==> src/rtl/minga_pkg.sv <==
// Shared types for the MINGA sketch readout engine: default widths, FSM states and the record carried through the skid FIFO.
package minga_pkg;

  localparam int MINGA_ADDR_W = 16;
  localparam int MINGA_DATA_W = 32;

  typedef enum logic [1:0] {
    ST_IDLE,
    ST_SCAN,
    ST_DRAIN
  } minga_state_e;

  // Sized for the widest supported configuration; narrower builds zero-extend into it.
  typedef struct packed {
    logic [MINGA_ADDR_W-1:0] addr;
    logic [MINGA_DATA_W-1:0] id;
    logic [MINGA_DATA_W-1:0] count;
  } minga_rec_t;

endpackage

==> src/rtl/minga_sync_fifo.sv <==
// Small synchronous FIFO with occupancy count; the head entry is read straight from the storage registers.
module minga_sync_fifo #(
  parameter int WIDTH = 8,
  parameter int DEPTH = 4
) (
  input  logic                         sys_clk,
  input  logic                         rst_n,
  input  logic                         push,
  input  logic [WIDTH-1:0]             wdata,
  input  logic                         pop,
  output logic [WIDTH-1:0]             rdata,
  output logic [$clog2(DEPTH+1)-1:0]   count,
  output logic                         full,
  output logic                         empty
);

  localparam int PTR_W = $clog2(DEPTH);
  localparam int CNT_W = $clog2(DEPTH + 1);

  logic [WIDTH-1:0] mem [DEPTH];
  logic [PTR_W-1:0] wr_ptr;
  logic [PTR_W-1:0] rd_ptr;

  // DEPTH is a power of two, so the pointers wrap naturally.
  always_ff @(posedge sys_clk or negedge rst_n) begin
    if (!rst_n) begin
      wr_ptr <= '0;
      rd_ptr <= '0;
      count  <= '0;
      for (int i = 0; i < DEPTH; i++) mem[i] <= '0;
    end else begin
      if (push) begin
        mem[wr_ptr] <= wdata;
        wr_ptr      <= wr_ptr + 1'b1;
      end
      if (pop) rd_ptr <= rd_ptr + 1'b1;
      count <= count + CNT_W'(push) - CNT_W'(pop);
    end
  end

  assign rdata = mem[rd_ptr];
  assign empty = (count == '0);
  assign full  = (count == CNT_W'(DEPTH));

endmodule

==> src/rtl/minga_sketch_readout.sv <==
// Scans every bucket of the counter/ID RAMs and streams (addr, id, count) records over valid/ready.
// Optional MINGA_CLEAR_ON_READ_EN zeroes each counter as its data returns. ADDR_W <= 16, DATA_W <= 32.
module minga_sketch_readout
  import minga_pkg::*;
#(
  parameter int ADDR_W     = MINGA_ADDR_W,
  parameter int DATA_W     = MINGA_DATA_W,
  parameter int RD_LAT     = 1,
  parameter int FIFO_DEPTH = 4
) (
  input  logic              sys_clk,
  input  logic              rst_n,
  input  logic              start,
  input  logic              skip_zero,
  output logic              busy,
  output logic              done,
  output logic              rd_en,
  output logic [ADDR_W-1:0] rd_addr,
  input  logic [DATA_W-1:0] counter_rd_data,
  input  logic [DATA_W-1:0] id_rd_data,
  output logic              out_valid,
  input  logic              out_ready,
  output logic [ADDR_W-1:0] out_addr,
  output logic [DATA_W-1:0] out_id,
  output logic [DATA_W-1:0] out_count,
  output logic [ADDR_W:0]   rec_cnt
`ifdef MINGA_CLEAR_ON_READ_EN
  ,
  output logic              clr_wr_en,
  output logic [ADDR_W-1:0] clr_wr_addr,
  output logic [DATA_W-1:0] clr_wr_data
`endif
);

  localparam int CNT_W = $clog2(FIFO_DEPTH + 1);
  localparam logic [ADDR_W:0] LAST_ADDR = {1'b0, {ADDR_W{1'b1}}};

  minga_state_e      state;
  logic [ADDR_W:0]   ptr;
  logic              skip_lat;
  logic [CNT_W-1:0]  inflight;
  logic [CNT_W-1:0]  inflight_nxt;
  logic [CNT_W-1:0]  fifo_count;
  logic [CNT_W-1:0]  fifo_nxt;
  logic [RD_LAT-1:0] ret_pipe;
  logic [ADDR_W-1:0] addr_pipe [RD_LAT];
  logic              ret_valid;
  logic [ADDR_W-1:0] ret_addr;
  logic              push;
  logic              pop;
  logic              credit_ok;
  logic              fifo_full;
  logic              fifo_empty;
  minga_rec_t        rec_in;
  minga_rec_t        rec_head;

  // A read is only issued when a FIFO slot is guaranteed for its data, so backpressure can never overflow the FIFO.
  assign credit_ok    = ({1'b0, inflight} + {1'b0, fifo_count}) < (CNT_W+1)'(FIFO_DEPTH);
  assign rd_en        = (state == ST_SCAN) && credit_ok;
  assign rd_addr      = ptr[ADDR_W-1:0];
  assign ret_valid    = ret_pipe[RD_LAT-1];
  assign ret_addr     = addr_pipe[RD_LAT-1];
  assign push         = ret_valid && !(skip_lat && (counter_rd_data == '0));
  assign pop          = out_valid && out_ready;
  assign inflight_nxt = inflight + CNT_W'(rd_en) - CNT_W'(ret_valid);
  assign fifo_nxt     = fifo_count + CNT_W'(push) - CNT_W'(pop);

  always_comb begin
    rec_in       = '0;
    rec_in.addr  = MINGA_ADDR_W'(ret_addr);
    rec_in.id    = MINGA_DATA_W'(id_rd_data);
    rec_in.count = MINGA_DATA_W'(counter_rd_data);
  end

  always_ff @(posedge sys_clk or negedge rst_n) begin
    if (!rst_n) begin
      ret_pipe <= '0;
      inflight <= '0;
      for (int i = 0; i < RD_LAT; i++) addr_pipe[i] <= '0;
    end else begin
      ret_pipe[0]  <= rd_en;
      addr_pipe[0] <= rd_addr;
      for (int i = 1; i < RD_LAT; i++) begin
        ret_pipe[i]  <= ret_pipe[i-1];
        addr_pipe[i] <= addr_pipe[i-1];
      end
      inflight <= inflight_nxt;
    end
  end

  // done fires in the cycle right after the final handshake, looking ahead at next-cycle occupancy.
  always_ff @(posedge sys_clk or negedge rst_n) begin
    if (!rst_n) begin
      state    <= ST_IDLE;
      ptr      <= '0;
      skip_lat <= 1'b0;
      busy     <= 1'b0;
      done     <= 1'b0;
      rec_cnt  <= '0;
    end else begin
      done <= 1'b0;
      if (pop) rec_cnt <= rec_cnt + 1'b1;
      case (state)
        ST_IDLE: begin
          if (start) begin
            skip_lat <= skip_zero;
            rec_cnt  <= '0;
            ptr      <= '0;
            busy     <= 1'b1;
            state    <= ST_SCAN;
          end
        end
        ST_SCAN: begin
          if (rd_en) begin
            ptr <= ptr + 1'b1;
            if (ptr == LAST_ADDR) state <= ST_DRAIN;
          end
        end
        ST_DRAIN: begin
          if ((inflight_nxt == '0) && (fifo_nxt == '0)) begin
            done  <= 1'b1;
            busy  <= 1'b0;
            state <= ST_IDLE;
          end
        end
        default: state <= ST_IDLE;
      endcase
    end
  end

  minga_sync_fifo #(
    .WIDTH($bits(minga_rec_t)),
    .DEPTH(FIFO_DEPTH)
  ) u_fifo (
    .sys_clk(sys_clk),
    .rst_n  (rst_n),
    .push   (push),
    .wdata  (rec_in),
    .pop    (pop),
    .rdata  (rec_head),
    .count  (fifo_count),
    .full   (fifo_full),
    .empty  (fifo_empty)
  );

  assign out_valid = !fifo_empty;
  assign out_addr  = out_valid ? rec_head.addr[ADDR_W-1:0]  : '0;
  assign out_id    = out_valid ? rec_head.id[DATA_W-1:0]    : '0;
  assign out_count = out_valid ? rec_head.count[DATA_W-1:0] : '0;

  no_fifo_overflow: assert property (@(posedge sys_clk) disable iff (!rst_n)
    !(push && fifo_full && !pop));

`ifdef MINGA_CLEAR_ON_READ_EN
  // Every returned read clears its counter, even when the record itself is skipped.
  always_ff @(posedge sys_clk or negedge rst_n) begin
    if (!rst_n) begin
      clr_wr_en   <= 1'b0;
      clr_wr_addr <= '0;
    end else begin
      clr_wr_en   <= ret_valid;
      clr_wr_addr <= ret_addr;
    end
  end

  assign clr_wr_data = '0;
`endif

endmodule
==> config.mk <==
export PLATFORM = sky130hd
export DESIGN_NAME = minga_sketch_readout
export DESIGN_NICKNAME = d
export VERILOG_FILES = /design/src/rtl/minga_pkg.sv /design/src/rtl/minga_sync_fifo.sv /design/src/rtl/minga_sketch_readout.sv
export SDC_FILE = /design/constraint.sdc
export NUM_CORES = 1
export LEC_CHECK = 0
export BUFFER_PORTS_ARGS = -buffer_cell sky130_fd_sc_hd__buf_2
export CORE_ASPECT_RATIO = 0.5
export CORE_MARGIN = 2
export CORE_UTILIZATION = 60
export DETAILED_ROUTE_END_ITERATION = 7
export PLACE_DENSITY = 0.92
export SLEW_MARGIN = 0
export SYNTH_ARGS = -nofsm -noshare
export SYNTH_HDL_FRONTEND = slang
export SYNTH_SLANG_ARGS = --single-unit
==> constraint.sdc <==
create_clock -name sys_clk -period 9.55 [get_ports sys_clk]
set_clock_uncertainty 0.2 [all_clocks]
set_input_delay 1.4325 -clock sys_clk [delete_from_list [all_inputs] [get_ports sys_clk]]
set_output_delay 1.4325 -clock sys_clk [all_outputs]
set_load 0.02 [all_outputs]
==> parameters.txt, run 1 <==
Parameter                              Value

Layout
  Layout area overhead ... 13.4%
  Fraction of the core area covered by cells at the end of the flow ... 0.685
  Fraction of layout cells with a size suffix above 1 ... 0.450
  Post-layout net count ... ~1400

Clock tree
  Clock transition at the registers of the reported paths ... 70 ps
  Clock Sinks ... 386
  Buffers from clock root to sink, at most ... 3
  Count of H-tree levels built during CTS ... 2
  Total setup buffers inserted after CTS ... 0
  Clock latency on the worst-skew pair ... 520 ps
  CTS tree ... built
  Number of clock buffers inserted by TritonCTS ... 35
  Clock root buffer ... clkbuf_16
  CTS Hold Bufs ... 0
  Post-CTS sizing ... 0

Synth
  Total nets after synthesis ... ~1300
  Synth top area share ... 0.555
  Yosys top cell by area ... dfrtp_1
  Async set-reset flop share out of synthesis ... 1.00
  Number of enable flip-flop cells after synthesis ... 0
  Warnings, synthesis ... 0
  Dominant synthesized flop cell ... dfrtp_1
  Fraction of the yosys area taken by sequential cells ... 0.555
  Most numerous cell in the Yosys netlist ... dfrtp_1
  Area of the mapped netlist ... 0.0174 mm^2
  Syn Area/Cell ... roughly 15 um^2
  Most frequent cells after synthesis ... 386 x dfrtp_1, 260 x mux2_2, 85 x and2_1, 80 x mux4_2, 32 x a22o_1
  Synth unique cells ... 44
  FF+latch count, synth ... 386
  Synth Instances ... 1170
  Biggest area contributors in the synthesized netlist ... dfrtp_1 55%, mux2_2 17%, mux4_2 10%

Die
  Std-Cell Rows ... 44
  Initial Utilization ... 0.605
  Die boundary width ... ~240 um
  Boundary Pins ... 186
  Core area ... approximately 0.029 mm^2
  Height of the chip ... 124 um
  Die footprint ... ~0.030 mm^2

Flow run
  Maximum Capacitance Violations ... 0

Global route
  Overflow left after global routing ... 0
  Number of global-route vias before repair ... approximately 12000
  Maximum number of pins on one net before global-route repair ... roughly 200
  Wire length of the first global-routing pass ... around 65000 um
  Gr usage total ... 0.269
  Initial antenna violation count ... 3

Routing
  Met1 wire length ... 16200 um
  Final ANT Viol Nets ... 0
  First DRT Iteration DRCs ... about 860
  Total iterations of the first detailed-routing run ... 6
  Met2 routed WL ... around 20000 um
  Via Count ... approximately 11000
  Highest Signal Layer ... met4
  Average routed wire per standard cell ... roughly 23 um
  Average vias per placed instance ... 6.21
  Total wirelength of the detailed-routed design ... between 30000 and 40000 um
  Met3 wire length ... 2110 um
  Detailed-route DRC error count ... 0

Timing
  Final Max Tran Viols ... 0
  Worst hold slack ... approximately 270 ps
  Maximum clock rate ... ~0.20 GHz
  Final Critical Period ... around 4900 ps
  Post-route clock period utilization ... 0.516
  Fin Setup TNS ... 0 ps
  RSZ-0062 raised after global routing ... no
  Transition at the pin with the smallest max-transition slack ... about 1200 ps
  Total setup violations reported at the end of the flow ... 0
  Number of failing hold endpoints at the final stage ... 0
  Relative max-transition margin ... 0.220

Min path
  Worst Hold Class ... reg2reg
  Hold depth ... 0

Worst setup path
  Path depth of the worst reg2reg path ... 11
  Worst endpoint data arrival time ... 3290 ps
  Required time at the endpoint of the critical path ... between 7000 and 8000 ps
  Worst-path maximum fanout ... 42
  Setup crit start kind ... register
  Endpoint class of the critical path ... primary output
  Crit Path Category ... reg2out

Power
  Max rail drop VDD ... approximately 0.00015 V
  Static Leak ... 9.11 nW
  Total power per unit cell area ... 371 mW/mm^2

Place
  Port bufs ... between 150 and 200
  HPWL after DPL ... 23900 um
  Routability-driven placement congestion ratio ... ~0.80

Outcome
  Status ... finished clean
-- critical path: stages (launching register included) --
cell and delay [ps]:
dfrtp_4 970, buf_4 790, mux4_2 600, and2_1 200, buf_2 160
-- metal layers --
| layer | up-vias | global-route usage |
|---|---|---|
| li1 | 4596 | - |
| met1 | 5690 | 0.367 |
| met2 | 395 | 0.439 |
| met3 | 113 | 0.0470 |
| met4 | 0 | 0.101 |
| met5 | - | 0 |
-- layout by cell type (no fill, tap or decap), drive strengths merged, types with 12 or more instances in the layout --
cell type,count
and2,85
buf,195
nor4,12
mux4,80
inv,19
clkbuf,44
a22o,32
nand2,24
mux2,289
xnor2,13
nor2,18
a21oi,15
nand3,14
ha,13
dfrtp,386
-- area by class of cell --
| type | count | area, um^2 |
|---|---|---|
| clock inverter | 18 | 273 |
| tap | 391 | 489 |
| timing repair buffer | 195 | 1020 |
| fill | 1792 | 9060 |
| sequential | 386 | 9670 |
| inverter | 18 | 67.6 |
| multi-input combinational | 682 | 7220 |
| clock buffer | 44 | 982 |
| antenna | 5 | 12.5 |
-- where the power goes --
part | switching, mW | leakage [nW] | internal, mW | total [mW]
registers | 0.493 | 4.84 | 2.32 | 2.82
logic | 1.45 | 3.65 | 1.51 | 2.96
clock network | 0.619 | 0.625 | 0.923 | 1.54
total | 2.56 | 9.11 | 4.76 | 7.32
-- cells by family (layout without fill, tap and decap cells) --
| family | after synthesis | after routing | share of synthesized area |
|---|---|---|---|
| AO/OA/AOI/OAI | 83 | 83 | 0.0379 |
| adder cells (fa/ha/maj) | 15 | 15 | 0.0116 |
| XOR/XNOR | 19 | 19 | 0.00956 |
| AND/OR/NAND/NOR | 196 | 196 | 0.0647 |
| buffers and inverters | 102 | 275 | 0.0308 |
| multiplexers | 369 | 369 | 0.290 |
| other | 0 | 5 | 0 |
| flip-flops | 386 | 386 | 0.555 |
-- registers in the layout, indices dropped and copies added, names as in the netlist --
name           flops
u_fifo.rd_ptr      2
ptr               17
busy               1
u_fifo.count       3
u_fifo.wr_ptr      2
skip_lat           1
done               1
u_fifo.mem       320
ret_pipe           1
rec_cnt           17
inflight           3
addr_pipe         16
state              2
-- final timing paths --
check	startpoint	to	slack, ps
setup / recovery	u_fifo.rd_ptr[0]	out_id[2]	4630
hold / removal	ptr[5]	addr_pipe[5]	270
setup reg to reg	u_fifo.count[2]	busy	5620
hold reg to reg	ptr[5]	addr_pipe[5]	270
max in group asynchronous	rst_n	addr_pipe[15]	6800
min in group asynchronous	rst_n	rec_cnt[12]	740
-- per-stage QoR --
stage,cells,setup slack [ps],total power [mW],area (um^2)
global placement,1672,4440,5.57,18500
global route,1737,4330,7.69,19700
detailed placement,1672,4480,5.76,18500
CTS,1734,4480,7.34,19700
floorplan,1170,5700,4.87,17400
finish,1739,4630,7.32,19700
Note: power is estimated with default switching activity, not from simulation.
==> run 2, diff against run 1 <==
- ABC_AREA: not set -> 1
- CORE_UTILIZATION: 60 -> 54
- PLACE_DENSITY: 0.92 -> 0.88
- clock period: 9.55 -> 4.2 ns (I/O delays scaled with it)
==> run 2 against run 1 <==
Net effect: sequential power increased by 110%; via count up 70%; utilization down 7.5 points; sequential cell count is the same; final area is 7.6% higher; routed wire length rose by 41%; combinational power rose to 2.5 times the previous value; total power rose by 130%; die area increased by 22%; largest cell class unchanged.
==> parameters.txt, run 2 <==
Parameter                              Value

Die
  Core area ... roughly 0.035 mm^2
  Die boundary width ... 271 um
  Std-Cell Rows ... between 40 and 50
  Height of the chip ... 138 um
  Die footprint ... 0.0373 mm^2
  Initial Utilization ... 0.554
  Boundary Pins ... about 190

Synth
  Biggest area contributors in the synthesized netlist ... dfrtp_1 50%, nand2_1 14%, nand4_1 11%
  Total nets after synthesis ... ~2500
  Syn Area/Cell ... 7.84 um^2
  Fraction of the mapped netlist area in simple logic gates ... 0.338
  Yosys top cell by area ... dfrtp_1
  Complex-gate fraction of the synthesized area ... 0.0717
  FF+latch count, synth ... 386
  Synth top area share ... 0.502
  Fraction of the yosys area taken by sequential cells ... 0.502
  Multiplexer share of the synthesized area ... 0
  Async set-reset flop share out of synthesis ... 1.00
  Warnings, synthesis ... 0
  Adder-cell share of the synthesized area ... 0.0105
  Most frequent cells after synthesis ... 729 x nand2_1, 386 x dfrtp_1, 386 x nor2_1, 335 x nand4_1, 180 x o21ai_0
  Number of enable flip-flop cells after synthesis ... 0
  Synthesized-area fraction occupied by xor and xnor cells ... 0.00364
  Most numerous cell in the Yosys netlist ... nand2_1
  Dominant synthesized flop cell ... dfrtp_1
  Area of the mapped netlist ... just under 0.02 mm^2
  Synth Instances ... 2455
  Synth unique cells ... 26
  Dominant combinational cell family by area after synthesis ... simple AND/OR/NAND/NOR gates

Clock tree
  CTS tree ... built
  CTS Hold Bufs ... 0
  Clock root buffer ... clkbuf_16
  Count of H-tree levels built during CTS ... 2
  Clock transition at the registers of the reported paths ... ~70 ps
  Post-CTS sizing ... 0
  Total setup buffers inserted after CTS ... 0
  Buffers from clock root to sink, at most ... 3
  Clock latency on the worst-skew pair ... approximately 530 ps
  Number of clock buffers inserted by TritonCTS ... 36
  Clock Sinks ... approximately 390

Layout
  Fraction of the core area covered by cells at the end of the flow ... 0.611
  Footprint of the multi-input gates ... between 0.008 and 0.009 mm^2
  Largest register FFs ... 320
  FF/Latch Area ... 0.00967 mm^2
  Most frequent cells in the layout ... 728 x nand2_1, 386 x nor2_1, 383 x dfrtp_1, 335 x nand4_1, 184 x buf_2
  Fill count ... about 2800
  Post-layout net count ... around 2600
  Area of all placed cells without fillers ... 0.0212 mm^2
  Most common cell after layout, fill and taps aside ... nand2_1
  Finished Layout Cells ... around 3000
  Register name with the most flops ... u_fifo.mem
  Fraction of layout cells with a size suffix above 1 ... 0.116
  Layout area overhead ... 10.3%
  Top Registers ... u_fifo.mem: 320 flops, ptr: 17 flops, rec_cnt: 17 flops

Global route
  Overflow left after global routing ... 0
  Initial antenna violation count ... 5
  Number of global-route vias before repair ... between 15000 and 20000
  Gr usage total ... 0.296
  Wire length of the first global-routing pass ... roughly 89000 um
  Maximum number of pins on one net before global-route repair ... 232

Timing
  Total setup violations reported at the end of the flow ... 0
  Fin Setup TNS ... 0 ps
  Transition at the pin with the smallest max-transition slack ... 1140 ps
  Number of failing hold endpoints at the final stage ... 0
  Final Critical Period ... 3760 ps
  Final Max Tran Viols ... 0
  Maximum clock rate ... 0.266 GHz
  Post-route clock period utilization ... 0.895
  Relative max-transition margin ... 0.238
  RSZ-0062 raised after global routing ... no

Worst setup path
  Worst-path maximum fanout ... 61
  Source of the critical timing path ... u_fifo.rd_ptr[0]
  Required time at the endpoint of the critical path ... between 3000 and 4000 ps
  Most used cell along the critical path ... nor2_1
  Crit Path Category ... reg2out
  Biggest cell delay along the critical path ... around 900 ps
  Startpoint of the worst-slack reg-to-reg timing path ... u_fifo.count[1]
  Endpoint class of the critical path ... primary output
  Worst endpoint data arrival time ... between 2000 and 3000 ps
  Setup crit start kind ... register
  Standard cell with the maximum stage delay on the critical path ... dfrtp_4
  Sequence of cells on the critical path ... buf_4, nor2_1, nor2_1, o21ai_0, a21oi_1, buf_2

Power
  Net switching share of the total power ... 0.457
  Total power per unit cell area ... 780 mW/mm^2
  Power share of the clock group ... 0.194
  Max rail drop VDD ... approximately 0.00057 V
  NetSw ... approximately 7.6 mW
  Share of power burned in combinational logic ... 0.452
  Cell Int Power ... 8.98 mW
  Static Leak ... ~11 nW
  Fraction of power consumed by sequential logic ... 0.354
  Tot Pwr ... ~17 mW

Routing
  Average routed wire per standard cell ... between 15 and 20 um
  Via Count ... around 18000
  Met3 wire length ... roughly 5200 um
  Total wirelength of the detailed-routed design ... around 56000 um
  Highest Signal Layer ... met4
  Detailed-route DRC error count ... 0
  Met1 wire length ... around 22000 um
  First DRT Iteration DRCs ... between 2000 and 3000
  Met2 routed WL ... ~27000 um
  Final ANT Viol Nets ... 0
  Total iterations of the first detailed-routing run ... 7
  Average vias per placed instance ... between 6 and 7

Place
  Routability-driven placement congestion ratio ... 0.907
  Post-placement cell area ... 0.0201 mm^2
  Port bufs ... between 150 and 200
  # placed instances ... 2935
  HPWL after DPL ... between 30000 and 40000 um

Flow run
  Maximum Capacitance Violations ... 0

Min path
  Worst Hold Class ... in2async

Outcome
  Status ... finished clean
## run 2: cells by family after synthesis
kind of cell / count (synthesis)
buf+inv: 280
fa+ha+maj: 15
simple gates: 1492
xor+xnor: 8
compound gates: 274
flops: 386
## run 2: path summary, 6_finish.rpt
| check | slack [ps] | to | depth (start not counted) |
|---|---|---|---|
| worst max-delay path | 440 | out_count[9] | 6 |
| worst min-delay path | 5 | rec_cnt[16] | 1 |
| worst max register to register | 900 | busy | 14 |
| worst min register to register | 250 | addr_pipe[15] | 0 |
| max in group asynchronous | 2820 | u_fifo.mem[112] | 2 |
| min in group sys_clk | 130 | skip_lat | 3 |
## run 2: layout make-up
class / instances / area share
antenna: 5 / 0.000589
clock buffer: 49 / 0.0481
clock inverter: 7 / 0.00401
inverter: 59 / 0.0105
multi-input combinational: 1789 / 0.389
sequential: 386 / 0.455
tap: 475 / 0.0280
timing repair buffer: 226 / 0.0645
## run 2: worst max-delay path: cells and delay by family (launching register included)
family | cells | cell delay [ps]
buffers and inverters | 2 | 790
DFF | 1 | 900
AOI/OAI and AO/OA | 2 | 480
and+or+nand+nor | 2 | 200
## run 2: per-stage QoR
| step | setup slack [ps] | hold WS, ps |
|---|---|---|
| floorplan | 1300 | 134 |
| global placement | 1020 | 211 |
| detailed placement | 911 | 235 |
| CTS | 586 | 57.1 |
| global route | 362 | 75.7 |
| finish | 440 | 5.43 |
## run 2: power by group through the flow
stage,sequential [mW],combinational [mW],clock [mW]
final,5.86,7.48,3.22
after detailed placement,5.85,7.28,0
after floorplan,5.54,5.15,0
after global routing,5.98,8.18,3.38
after global placement,5.80,7.11,0
after CTS,5.82,7.36,3.23
## run 2: per-layer routing
metal	GRT usage	up-vias
met2	0.481	1100
li1	-	8260
met5	0	-
met1	0.392	8789
met4	0.147	0
met3	0.0467	187
==> run 3, diff against run 2 <==
- ABC_AREA: 1 -> not set
- CORE_UTILIZATION: 54 -> 53
- PLACE_DENSITY: 0.88 -> 0.87
==> run 3 against run 2 <==
Net effect: setup slack better by 140 ps; largest cell class unchanged; total power up 0.60%; clock power up 7.1%; via count down 42%; count of clock-buffer cells in the layout up 1; sequential share of layout area up 2.8 points; first-iteration DRC count down 75%; highest routed layer unchanged.
==> parameters.txt, run 3 (synthesized netlist as in run 1, its figures left out) <==
Parameter                              Value

Outcome
  Status ... finished clean

Place
  Routability-driven placement congestion ratio ... a little under 0.8
  Port bufs ... 185
  # placed instances ... roughly 1700
  HPWL after DPL ... 25600 um
  Post-placement cell area ... between 0.015 and 0.02 mm^2

Timing
  Maximum clock rate ... between 0.2 and 0.3 GHz
  Final Max Tran Viols ... 0
  Relative max-transition margin ... 0.368
  Fin Setup TNS ... 0 ps
  Final Critical Period ... 3620 ps
  Post-route clock period utilization ... 0.863
  RSZ-0062 raised after global routing ... no
  Total setup violations reported at the end of the flow ... 0
  Transition at the pin with the smallest max-transition slack ... roughly 950 ps
  Number of failing hold endpoints at the final stage ... 0

Power
  Total power per unit cell area ... ~830 mW/mm^2
  Net switching share of the total power ... 0.349
  Static Leak ... a little over 9 nW
  Max rail drop VDD ... ~0.00038 V
  Share of power burned in combinational logic ... 0.411
  Power share of the clock group ... 0.207
  Fraction of power consumed by sequential logic ... 0.382
  NetSw ... between 5 and 6 mW
  Cell Int Power ... 10.8 mW

Die
  Initial Utilization ... 0.544
  Boundary Pins ... roughly 190
  Die footprint ... between 0.03 and 0.04 mm^2
  Core area ... about 0.032 mm^2
  Std-Cell Rows ... 46
  Die boundary width ... between 200 and 300 um
  Height of the chip ... 132 um

Clock tree
  Number of clock buffers inserted by TritonCTS ... 36
  Count of H-tree levels built during CTS ... 2
  Clock root buffer ... clkbuf_16
  Clock Sinks ... between 300 and 400
  Clock latency on the worst-skew pair ... ~530 ps
  Total setup buffers inserted after CTS ... 0
  CTS tree ... built
  Post-CTS sizing ... 0
  Clock transition at the registers of the reported paths ... roughly 70 ps
  Buffers from clock root to sink, at most ... 3
  CTS Hold Bufs ... 0

Layout
  Top Registers ... u_fifo.mem: 320 flops, ptr: 17 flops, rec_cnt: 17 flops
  Register name with the most flops ... u_fifo.mem
  Finished Layout Cells ... roughly 1800
  Largest register FFs ... 320
  Most frequent cells in the layout ... 384 x dfrtp_1, 260 x mux2_2, 184 x buf_2, 85 x and2_1, 80 x mux4_2
  Layout area overhead ... 14.9%
  Fraction of layout cells with a size suffix above 1 ... 0.457
  Post-layout net count ... between 1000 and 1500
  Area of all placed cells without fillers ... around 0.02 mm^2
  Most common cell after layout, fill and taps aside ... dfrtp_1

Global route
  Number of global-route vias before repair ... 12000
  Overflow left after global routing ... 0
  Gr usage total ... 0.236
  Maximum number of pins on one net before global-route repair ... about 130
  Initial antenna violation count ... 2
  Wire length of the first global-routing pass ... roughly 64000 um

Routing
  Final ANT Viol Nets ... 0
  Detailed-route DRC error count ... 0
  Total wirelength of the detailed-routed design ... just under 40000 um
  Total iterations of the first detailed-routing run ... 4
  Average routed wire per standard cell ... 22.0 um
  Via Count ... 10600
  First DRT Iteration DRCs ... approximately 700
  Average vias per placed instance ... ~6

Worst setup path
  Endpoint class of the critical path ... register
  Setup crit start kind ... register
  Crit Path Category ... reg2reg
  Worst endpoint data arrival time ... 3850 ps
  Required time at the endpoint of the critical path ... between 4000 and 5000 ps
  Worst-path maximum fanout ... 7

Flow run
  Maximum Capacitance Violations ... 0

Min path
  Worst Hold Class ... in2async
run 3: cell count changes in the layout (fill, tap and decap cells not counted), moves of 32 or more:
cell and delta:
a22o_1 +32, mux2_2 +260, o21ai_0 -169, a21oi_1 -75, nand2_1 -704, and2_1 +85, nand4_1 -328, mux4_2 +80
nor2_1 -368, inv_1 -38
run 3: final timing paths:
check,slack (ps),from,end,depth (start not counted)
max reg2reg,580,u_fifo.count[1],busy,11
min in group sys_clk,120,skip_zero,skip_lat,3
min reg2reg,250,ptr[6],addr_pipe[6],0
max,580,u_fifo.count[1],busy,11
max in group asynchronous,2760,rst_n,u_fifo.mem[205],2
min,4,rst_n,rec_cnt[15],1
run 3: layer usage:
| layer | part of all wire | track usage | up-vias |
|---|---|---|---|
| met2 | 0.51 | 0.404 | 269 |
| met1 | 0.42 | 0.305 | 5625 |
| met3 | 0.040 | 0.0375 | 95 |
| met4 | 0.030 | 0.0873 | 0 |
| met5 | 0 | 0 | - |
| li1 | - | - | 4620 |
run 3: worst max-delay path: stages, from the launching register on:
cell,delay [ps]
dfrtp_1,470
o31ai_1,680
inv_1,290
ha_1,350
inv_1,50
ha_1,130
inv_1,50
fa_1,480
inv_1,50
nor4_1,410
nand3_1,170
o22a_1,200
run 3: per-stage QoR:
stage | power (mW) | hold slack (ps) | setup slack (ps) | utilization
floorplan | 11.1 | 134 | 992 | -
global placement | 12.8 | 222 | 751 | 0.585
detailed placement | 13.3 | 243 | 613 | 0.585
CTS | 16.8 | 36.9 | 593 | 0.625
global route | 17.5 | 79.3 | 302 | 0.625
finish | 16.7 | 3.77 | 576 | 0.625
run 3: final cells by class:
| cell class | count | area [um^2] |
|---|---|---|
| clock inverters | 15 | 200 |
| clock buffers | 50 | 1070 |
| flip-flops and latches | 386 | 9670 |
| inverters | 18 | 67.6 |
| repair buffers | 209 | 1240 |
| diodes | 3 | 7.51 |
| multi-input cells | 682 | 7220 |
| fillers | 2303 | 12000 |
| well taps | 432 | 541 |
run 3: power groups by stage:
stage	clock network [mW]	logic (mW)	registers, mW
finish	3.45	6.84	6.37
detailed placement	0	6.88	6.41
floorplan	0	5.19	5.88
global placement	0	6.62	6.17
global route	3.67	7.30	6.54
CTS	3.51	6.91	6.35
